**config.mk**
```make
export PLATFORM = sky130hd
export DESIGN_NAME = ccff_loader_flat
export DESIGN_NICKNAME = d
export VERILOG_FILES = /design/src/rtl/ccff_pkg.sv /design/src/rtl/ccff_loader_if.sv /design/src/rtl/ccff_word_serializer.sv /design/src/rtl/ccff_loader.sv /design/src/flat_wrapper.sv
export SDC_FILE = /design/constraint.sdc
export NUM_CORES = 1
export LEC_CHECK = 0
export ABC_AREA = 1
export CAP_MARGIN = 20
export CORE_ASPECT_RATIO = 1.25
export CORE_UTILIZATION = 60
export CTS_BUF_LIST = sky130_fd_sc_hd__clkbuf_8
export DETAILED_ROUTE_END_ITERATION = 10
export MAX_ROUTING_LAYER = met4
export PLACE_DENSITY = 0.86
export RECOVER_POWER = 100
export SLEW_MARGIN = 20
export SYNTH_ARGS = -nofsm -noshare
export SYNTH_HDL_FRONTEND = slang
export SYNTH_SLANG_ARGS = --single-unit
```
**constraint.sdc**
```tcl
create_clock -name prog_clk -period 2.9 [get_ports prog_clk]
set_clock_uncertainty 0.2 [all_clocks]
set_input_delay 0.58 -clock prog_clk [delete_from_list [all_inputs] [get_ports prog_clk]]
set_output_delay 0.58 -clock prog_clk [all_outputs]
set_load 0.01 [all_outputs]
```
**src/rtl/ccff_pkg.sv**
```systemverilog
// Shared types and helpers for the configuration-chain loader.
package ccff_pkg;

  // Loader FSM state encoding.
  typedef enum logic [1:0] {
    ST_IDLE  = 2'd0,
    ST_LOAD  = 2'd1,
    ST_FLUSH = 2'd2,
    ST_DONE  = 2'd3
  } ccff_state_e;

  // Ceiling log2 with a floor of 1 bit, used to size counters and indices.
  function automatic int unsigned ccff_clog2(input int unsigned value);
    int unsigned width;
    width = 1;
    while ((64'd1 << width) < 64'(value)) width++;
    return width;
  endfunction

endpackage

```
**src/rtl/ccff_loader_if.sv**
```systemverilog
// Bitstream word stream: valid/ready handshake from source to loader.
interface ccff_loader_if #(
  parameter int unsigned WORD_W = 32
);
  logic [WORD_W-1:0] s_data;
  logic              s_valid;
  logic              s_ready;

  modport master (output s_data, output s_valid, input s_ready);
  modport slave  (input s_data, input s_valid, output s_ready);
endinterface

```
**src/rtl/ccff_word_serializer.sv**
```systemverilog
// One-word buffer that presents its contents as consecutive NUM_CHAINS-bit slices.
module ccff_word_serializer
  import ccff_pkg::*;
#(
  parameter int unsigned WORD_W     = 32,
  parameter int unsigned NUM_CHAINS = 4
) (
  input  logic                  clk,
  input  logic                  rst_n,
  input  logic                  clear,
  input  logic                  load,
  input  logic [WORD_W-1:0]     load_data,
  input  logic                  take,
  output logic [NUM_CHAINS-1:0] slice_c,
  output logic                  valid_c,
  output logic                  last_c
);

  localparam int unsigned SLICES = WORD_W / NUM_CHAINS;
  localparam int unsigned IDX_W  = ccff_clog2(SLICES);

  logic [WORD_W-1:0] word_q, word_d;
  logic              valid_q, valid_d;
  logic [IDX_W-1:0]  idx_q, idx_d;
  logic [SLICES-1:0][NUM_CHAINS-1:0] slices_c;

  assign slices_c = word_q;
  assign slice_c  = slices_c[idx_q];
  assign valid_c  = valid_q;
  assign last_c   = (idx_q == IDX_W'(SLICES - 1));

  // Buffer update: a new word always restarts at slice 0; taking the last slice empties it.
  always_comb begin
    word_d  = word_q;
    valid_d = valid_q;
    idx_d   = idx_q;
    if (clear) begin
      valid_d = 1'b0;
      idx_d   = '0;
    end else if (load) begin
      word_d  = load_data;
      valid_d = 1'b1;
      idx_d   = '0;
    end else if (take && valid_q) begin
      if (last_c) begin
        valid_d = 1'b0;
        idx_d   = '0;
      end else begin
        idx_d = idx_q + IDX_W'(1);
      end
    end
  end

  // Buffer registers with synchronous reset.
  always_ff @(posedge clk) begin
    if (!rst_n) begin
      word_q  <= '0;
      valid_q <= 1'b0;
      idx_q   <= '0;
    end else begin
      word_q  <= word_d;
      valid_q <= valid_d;
      idx_q   <= idx_d;
    end
  end

endmodule

```
**src/rtl/ccff_loader.sv**
```systemverilog
// Serializes a bitstream word stream into parallel configuration flip-flop chains.
module ccff_loader
  import ccff_pkg::*;
#(
  parameter int unsigned NUM_CHAINS = 4,
  parameter int unsigned CHAIN_LEN  = 1024,
  parameter int unsigned WORD_W     = 32
) (
  input  logic                  prog_clk,
  input  logic                  prog_reset_n,
  input  logic                  start,
  ccff_loader_if.slave          s_if,
  output logic [NUM_CHAINS-1:0] ccff_head,
  output logic                  ccff_en,
  input  logic [NUM_CHAINS-1:0] ccff_tail,
  output logic                  busy,
  output logic                  done,
  output logic                  config_done,
  output logic [NUM_CHAINS-1:0] tail_parity
);

  localparam int unsigned WORDS = (CHAIN_LEN * NUM_CHAINS + WORD_W - 1) / WORD_W;
  localparam int unsigned SC_W  = ccff_clog2(CHAIN_LEN + 1);
  localparam int unsigned WC_W  = ccff_clog2(WORDS + 1);

  ccff_state_e           state_q, state_d;
  logic [SC_W-1:0]       shift_cnt_q, shift_cnt_d;
  logic [WC_W-1:0]       word_cnt_q, word_cnt_d;
  logic [NUM_CHAINS-1:0] head_q, head_d;
  logic                  en_q, en_d;
  logic                  busy_q, busy_d;
  logic                  done_q, done_d;
  logic                  cfg_q, cfg_d;
  logic [NUM_CHAINS-1:0] par_q, par_d;

  logic [NUM_CHAINS-1:0] slice_c;
  logic                  buf_valid_c, last_slice_c;
  logic                  s_ready_c, accept_c, take_c, clear_c;

  // Handshake and buffer control; ready never looks at s_valid.
  always_comb begin
    s_ready_c = (state_q == ST_LOAD) && (word_cnt_q != '0) && (shift_cnt_q != '0) &&
                (!buf_valid_c || last_slice_c || (shift_cnt_q == SC_W'(1)));
    accept_c  = s_ready_c && s_if.s_valid;
    take_c    = (state_q == ST_LOAD) && buf_valid_c && (shift_cnt_q != '0);
    clear_c   = (state_q != ST_LOAD);
  end

  assign s_if.s_ready = s_ready_c;

  ccff_word_serializer #(
    .WORD_W     (WORD_W),
    .NUM_CHAINS (NUM_CHAINS)
  ) u_ser (
    .clk       (prog_clk),
    .rst_n     (prog_reset_n),
    .clear     (clear_c),
    .load      (accept_c),
    .load_data (s_if.s_data),
    .take      (take_c),
    .slice_c   (slice_c),
    .valid_c   (buf_valid_c),
    .last_c    (last_slice_c)
  );

  // Next-state, counters and registered outputs.
  always_comb begin
    state_d     = state_q;
    shift_cnt_d = shift_cnt_q;
    word_cnt_d  = word_cnt_q;
    head_d      = head_q;
    en_d        = 1'b0;
    busy_d      = (state_q != ST_IDLE);
    done_d      = 1'b0;
    cfg_d       = cfg_q;
    par_d       = en_q ? (par_q ^ ccff_tail) : par_q;
    unique case (state_q)
      ST_IDLE: begin
        if (start) begin
          state_d     = ST_LOAD;
          cfg_d       = 1'b0;
          par_d       = '0;
          shift_cnt_d = SC_W'(CHAIN_LEN);
          word_cnt_d  = WC_W'(WORDS);
        end
      end
      ST_LOAD: begin
        if (accept_c) word_cnt_d = word_cnt_q - WC_W'(1);
        if (shift_cnt_q == '0) begin
          state_d = ST_FLUSH;
        end else if (buf_valid_c) begin
          head_d      = slice_c;
          en_d        = 1'b1;
          shift_cnt_d = shift_cnt_q - SC_W'(1);
        end
      end
      ST_FLUSH: state_d = ST_DONE;
      ST_DONE: begin
        done_d  = 1'b1;
        cfg_d   = 1'b1;
        state_d = ST_IDLE;
      end
      default: state_d = ST_IDLE;
    endcase
  end

  // State and output registers with synchronous reset.
  always_ff @(posedge prog_clk) begin
    if (!prog_reset_n) begin
      state_q     <= ST_IDLE;
      shift_cnt_q <= '0;
      word_cnt_q  <= '0;
      head_q      <= '0;
      en_q        <= 1'b0;
      busy_q      <= 1'b0;
      done_q      <= 1'b0;
      cfg_q       <= 1'b0;
      par_q       <= '0;
    end else begin
      state_q     <= state_d;
      shift_cnt_q <= shift_cnt_d;
      word_cnt_q  <= word_cnt_d;
      head_q      <= head_d;
      en_q        <= en_d;
      busy_q      <= busy_d;
      done_q      <= done_d;
      cfg_q       <= cfg_d;
      par_q       <= par_d;
    end
  end

  assign ccff_head   = head_q;
  assign ccff_en     = en_q;
  assign busy        = busy_q;
  assign done        = done_q;
  assign config_done = cfg_q;
  assign tail_parity = par_q;

endmodule

```
**src/flat_wrapper.sv**
```systemverilog
// flat-port wrapper written by rule: the top's interface ports become plain ports
module ccff_loader_flat import ccff_pkg::*;
#(
  parameter int unsigned NUM_CHAINS = 4,
  parameter int unsigned CHAIN_LEN  = 1024,
  parameter int unsigned WORD_W     = 32
)
  (prog_clk, prog_reset_n, start, ccff_head, ccff_en, ccff_tail, busy, done, config_done, tail_parity, s_if_s_data, s_if_s_valid, s_if_s_ready);
  ccff_loader_if #(.WORD_W(WORD_W)) s_if_i ();
  input  logic prog_clk;
  input  logic prog_reset_n;
  input  logic start;
  output logic [NUM_CHAINS-1:0] ccff_head;
  output logic ccff_en;
  input  logic [NUM_CHAINS-1:0] ccff_tail;
  output logic busy;
  output logic done;
  output logic config_done;
  output logic [NUM_CHAINS-1:0] tail_parity;
  input wire logic [$bits(s_if_i.s_data)-1:0] s_if_s_data;
  input wire logic [$bits(s_if_i.s_valid)-1:0] s_if_s_valid;
  output wire logic [$bits(s_if_i.s_ready)-1:0] s_if_s_ready;
  assign s_if_i.s_data = s_if_s_data;
  assign s_if_i.s_valid = s_if_s_valid;
  assign s_if_s_ready = s_if_i.s_ready;
  ccff_loader #(.NUM_CHAINS(NUM_CHAINS), .CHAIN_LEN(CHAIN_LEN), .WORD_W(WORD_W)) u_core (.prog_clk(prog_clk), .prog_reset_n(prog_reset_n), .start(start), .s_if(s_if_i), .ccff_head(ccff_head), .ccff_en(ccff_en), .ccff_tail(ccff_tail), .busy(busy), .done(done), .config_done(config_done), .tail_parity(tail_parity));
endmodule
```
== After elaboration in Yosys (flattened, before gate mapping) ==
Cells that the tools add are included.

* Bits in registers: 69

* $add $sub $neg: 3
* Magnitude comparators: 1
* Equal/unequal tests: 11
* Muxes and demuxes: 23
* Bitwise logic cells: 5
* Reductions and logical operators: 29

{| class="wikitable"
|+ Operators with widths
! cell !! number
|-
| $mux W11 || 3
|-
| $pmux W11 S2 || 1
|-
| $mux W4 || 4
|-
| $mux W8 || 2
|-
| $pmux W8 S2 || 1
|-
| $bmux W4 S3 || 1
|-
| $eq A11 B1 Y1 const B || 1
|-
| $logic_not A11 Y1 || 1
|-
| $reduce_bool A11 Y1 || 1
|-
| $sub A11 B1 Y11 const B || 1
|-
| $reduce_bool A2 Y1 || 5
|-
| $ne A2 B2 Y1 const B || 4
|-
| $pmux W2 S4 || 1
|-
| $reduce_and A2 Y1 || 4
|-
| $reduce_bool A8 Y1 || 1
|-
| $sub A8 B1 Y8 const B || 1
|-
| $logic_and A1 B1 Y1 || 7
|-
| $mux W1 || 6
|-
| $reduce_and A3 Y1 || 2
|-
| $reduce_or A3 Y1 || 2
|-
| $eq A2 B2 Y1 const B || 2
|-
| $lt A3 B4 Y1 const B || 1
|-
| $mux W2 || 2
|-
| $ne A2 B1 Y1 const B || 2
|-
| 12 further kinds || 16
|}

== Depth between registers and ports, before layout ==
* Depth after elaboration: 7
* Mapped depth: 12
* Depth with buffers taken out: 12

== Hierarchy ==
From an unflattened synthesis, not the netlist that was laid out.

* Cells, all modules: 495
* Area, all modules: 3,400.8 sq um

{| class="wikitable"
|+ Modules (own cells, without submodules)
! module !! times used !! cells an instance !! area each (sq um)
|-
| ccff_loader || 1 || 258 || 1,757.9
|-
| ccff_word_serializer || 1 || 237 || 1,642.8
|}

== Least setup slack after synthesis ==
No wires, ideal clock.

* Path kind: reg2out
* From: register u_core.shift_cnt_q[0]
* To: output port s_if_s_ready
* Arrival: 1.200 ns
* Data required time: 2.120 ns
* Setup slack: 0.920 ns
* Cell stages (with the launch flop): 7
* Cell sequence: dfxtp_1 inv_1 ha_1 nand2_2 nor2_4 nand2_4 and3_1

* Longest elaborated chain between the ends: 3
* Elaborated cells on any way between the ends: 5
* Those cells by class: 1 x eq/ne; 4 x reduce/logical

{| class="wikitable"
|+ RTL lines
! item !! line !! RTL
|-
| from (decl) || ccff_loader.sv:27 || <nowiki>logic [SC_W-1:0] shift_cnt_q, shift_cnt_d;</nowiki>
|-
| from (signal assigned) || ccff_loader.sv:121 || <nowiki>shift_cnt_q <= shift_cnt_d;</nowiki>
|-
| $eq A11 B1 Y1 / $reduce_bool A11 Y1 (equally long branches) || ccff_loader.sv:43, ccff_loader.sv:42 ||
|-
| $logic_or A1 B1 Y1 / $logic_and A1 B1 Y1 (equally long branches) || ccff_loader.sv:43, ccff_loader.sv:42 ||
|-
| $logic_and A1 B1 Y1 (*) || ccff_loader.sv:42 || <nowiki>s_ready_c = (state_q == ST_LOAD) && (word_cnt_q != '0) && (shift_cnt_q != '0) &&</nowiki>
|-
| to (decl) || flat_wrapper.sv:22 || <nowiki>output wire logic [$bits(s_if_i.s_ready)-1:0] s_if_s_ready;</nowiki>
|}

Every way passes the cells marked *; elsewhere a longest branch is shown, timed or not.

== Worst setup path in the final report ==
Same ends and word-level chain as after synthesis.

==> flow_summary.toml <==
[route]
post_drt_via_cell_ratio = 5.42
drt_wl_total_um = 7440
drt_pre_antenna_iters = 7
drt-wirelength-per-cell_um = 12.9
drt_iter0_markers = 183
route.antenna.remaining_nets = 0
drc = 0
num_vias = 3117

[timing]
final_setup_violation_count = 0
final.hold.worst_slack_ns = 0.242
final.min_clock_period_ns = 2.83
final_hold_violation_count = 0
final.period_utilization = 0.974
setup-tns-final_ns = 0
max_clock_freq_ghz = 0.354
grt_setup_unrepaired = "no"
slew-limit-headroom = 0.486
final-max-slew-violation-count = 0
tightest_slew_ns = 0.771

[logic_synthesis]
synth.most_common_cell = "a21oi_1"
mappedNetlistArea_um2 = 3340
synthDistinctLibCells = 32
synth_seq_cells = 69
seq_area_frac_synth = 0.413
synth_cells = 453
fraction_of_synthesized_cell_area_taken_by_the_top_area_cell_type = 0.413
post_synthesis_area_per_instance_um2 = 7.38
ys_dominant_reg_cell = "dfxtp_1"
syn-num-nets = 503
netlist_top_cells_count = "a21oi_1 (73), dfxtp_1 (69), inv_1 (59)"
synth.yosys.warnings = 0
synth_area_leaders = "dfxtp_1 (41%), a21oi_1 (11%), o21ai_0 (8.5%)"
yosysTopAreaCell = "dfxtp_1"
number_of_enable_flip_flop_cells_after_synthesis = 0
synth_async_sr_flop_share = 0

[clock_tree]
clkTransAtPathRegs_ns = 0.07
clock_tree.htree_level_count = 3
post_cts_buffers = 0
insertion_delay_ns = 0.35
numCtsBuffers = 9
cts_sinks = 69
cts.root.buffer_cell = "clkbuf_8"
cts_max_path_buffers = 2
tritoncts = "built"

[power]
p_per_area_nw_per_um2 = 859
power.switching_mw = 1.39
maximum_vdd_drop_mv = 0.496
leakagePower_nw = 1.62
power.clock.fraction = 0.197
seq_power_share = 0.372
p_int_mw = 2.07
power.share.switching = 0.402
p_total_mw = 3.45
p_comb_frac = 0.431

[place]
numPlacedInstances = 559
placed_wire_length_estimate_um = 5490
count_of_input_and_output_buffers = 52
gp_congestion = 1.00

[grt]
first_global_vias = 2878
grt-busiest-layer = "met2"
antenna_violations_before_repair = 0
grt_max_degree = 31
track_usage = 0.284
grt_util_met1 = 0.294
overflow = 0
grt.met3_usage = 0.0376
first_pass_grt_wire_length_um = 12000
grtUsageMet2 = 0.496

[cells_and_area]
n_antenna_cell = 0
stdcell_count = 575
design.final.nets = 556
post_route_cells_drive_above_1_share = 0.0587
fillerInstances = 438
flow.area_growth_from_synthesis_pct = 20.2

[worst_setup_path]
worst_ep_arrival_time_ns = 2.05
cp-end-kind = "output pin"
worst_r2r_endpoint = "u_core.u_ser.slices_c[22]"
timing.critical_path.fanout_max = 7
timing.critical_path.from_type = "register"
timing.reg2reg.worst_path_depth = 9
crit_type = "register to output pin"
ff2ff_setup_slack_ns = 0.30
cp.required_ns = 2.12
crit-reg2reg-launch = "u_core.shift_cnt_q[0]"

[die]
die_h_um = 85.5
design.die.area_um2 = 5880
core_area_um2 = 5410
initial_core_util = 0.619
die_w_um = 68.8
row_count = 30
ioPinCount = 53

[job]
max_cap_violations = 0

[outcome]
status = "finished, final reports clean"

[hold_path]
timing.hold.worst.class = "register to register"
whs_endpoint = "u_core.u_ser.slices_c[15]"
min_path_cells = 2
min_from = "u_core.u_ser.slices_c[15]"
==> through the flow <==
step           setup slack (ns)  instance area (um2)   util
3_5_place_dp              0.381                 3900  0.721
4_1_cts                  0.0320                 4070  0.753
5_1_grt                  0.0118                 4020  0.744
6_report                 0.0747                 4020  0.744
3_3_place_gp              0.431                 3900  0.721
2_1_floorplan             0.920                 3340      -
==> power by group through the flow <==
stage | Combinational, mW | Clock (mW) | Sequential [mW]
after CTS | 1.55 | 0.687 | 1.28
after detailed placement | 1.53 | 0 | 1.30
after global routing | 1.67 | 0.725 | 1.31
final | 1.49 | 0.679 | 1.28
after global placement | 1.47 | 0 | 1.29
after floorplan | 1.23 | 0 | 1.27
==> flip-flops by register name, summed over array words and instances, names as in the netlist <==
name,flops
u_core.u_ser.slices_c,32
u_core.shift_cnt_q,11
u_core.word_cnt_q,8
u_core.ccff_head,4
u_core.tail_parity,4
u_core.u_ser.idx_q,3
u_core.state_q,2
u_core.busy,1
u_core.ccff_en,1
u_core.config_done,1
u_core.done,1
u_core.u_ser.valid_c,1
==> routing by layer <==
layer  wire length, um  vias up
met2              3950      114
met3               397       20
li1                  -     1584
met5                 0        -
met4               192        0
met1              2900     1399
==> cell usage in the layout, fill, tap and decap left out, drive strengths merged <==
cell / count
nand4: 5
xor2: 10
nor3b: 2
a211oi: 5
clkinv: 3
nand3: 13
nor2: 47
nand3b: 1
a21o: 1
buf: 5
dlygate4sd3: 13
dfxtp: 69
a21oi: 74
clkdlybuf4s50: 39
and3: 1
inv: 63
ha: 10
clkbuf: 16
xnor2: 2
nor3: 4
a31oi: 2
o21ai: 63
nand2: 63
==> timing repair <==
| action | CTS | global route |
|---|---|---|
| cloned | 0 | 0 |
| pin swaps | 0 | 0 |
| endpoints found under the setup margin | 1 | 1 |
| hold buffers | 0 | 0 |
| gates resized for setup | 1 | 4 |
| hold endpoints to repair | 0 | 0 |
==> cells by family after synthesis <==
kind of cell	Yosys count	synth area share
XOR/XNOR	12	0.0314
AND/OR/NAND/NOR	136	0.187
flip-flops	69	0.413
AO/OA/AOI/OAI	145	0.226
buffers and inverters	81	0.105
adder cells (fa/ha/maj)	10	0.0374
==> worst max-delay path by stage <==
stage | end | slack (ns) | cells past startpoint | startpoint
6_report | s_if_s_ready | 0.07 | 7 | u_core.shift_cnt_q[0]
2_1_floorplan | s_if_s_ready | 0.92 | 6 | u_core.shift_cnt_q[0]
3_3_place_gp | s_if_s_ready | 0.43 | 7 | u_core.shift_cnt_q[0]
5_1_grt | s_if_s_ready | 0.01 | 7 | u_core.shift_cnt_q[0]
3_5_place_dp | s_if_s_ready | 0.38 | 7 | u_core.shift_cnt_q[0]
4_1_cts | s_if_s_ready | 0.03 | 7 | u_core.shift_cnt_q[0]
==> worst max-delay path, stage by stage (launching register included) <==
cell,delay [ns]
dfxtp_2,0.37
inv_2,0.08
ha_1,0.24
nand2_2,0.14
nor2_4,0.05
nand2_1,0.12
and3_1,0.17
clkdlybuf4s50_1,0.53
==> final cells by class <==
cell class              count  area [um2]  area share
well taps                  64        80.1      0.0199
repair buffers             62         579       0.144
clock buffers              11         151      0.0377
inverters                  61         229      0.0570
clock inverters             5        20.0     0.00498
multi-input cells         303        1580       0.392
flip-flops and latches     69        1380       0.344
Power figures use the tool's default switching activity.
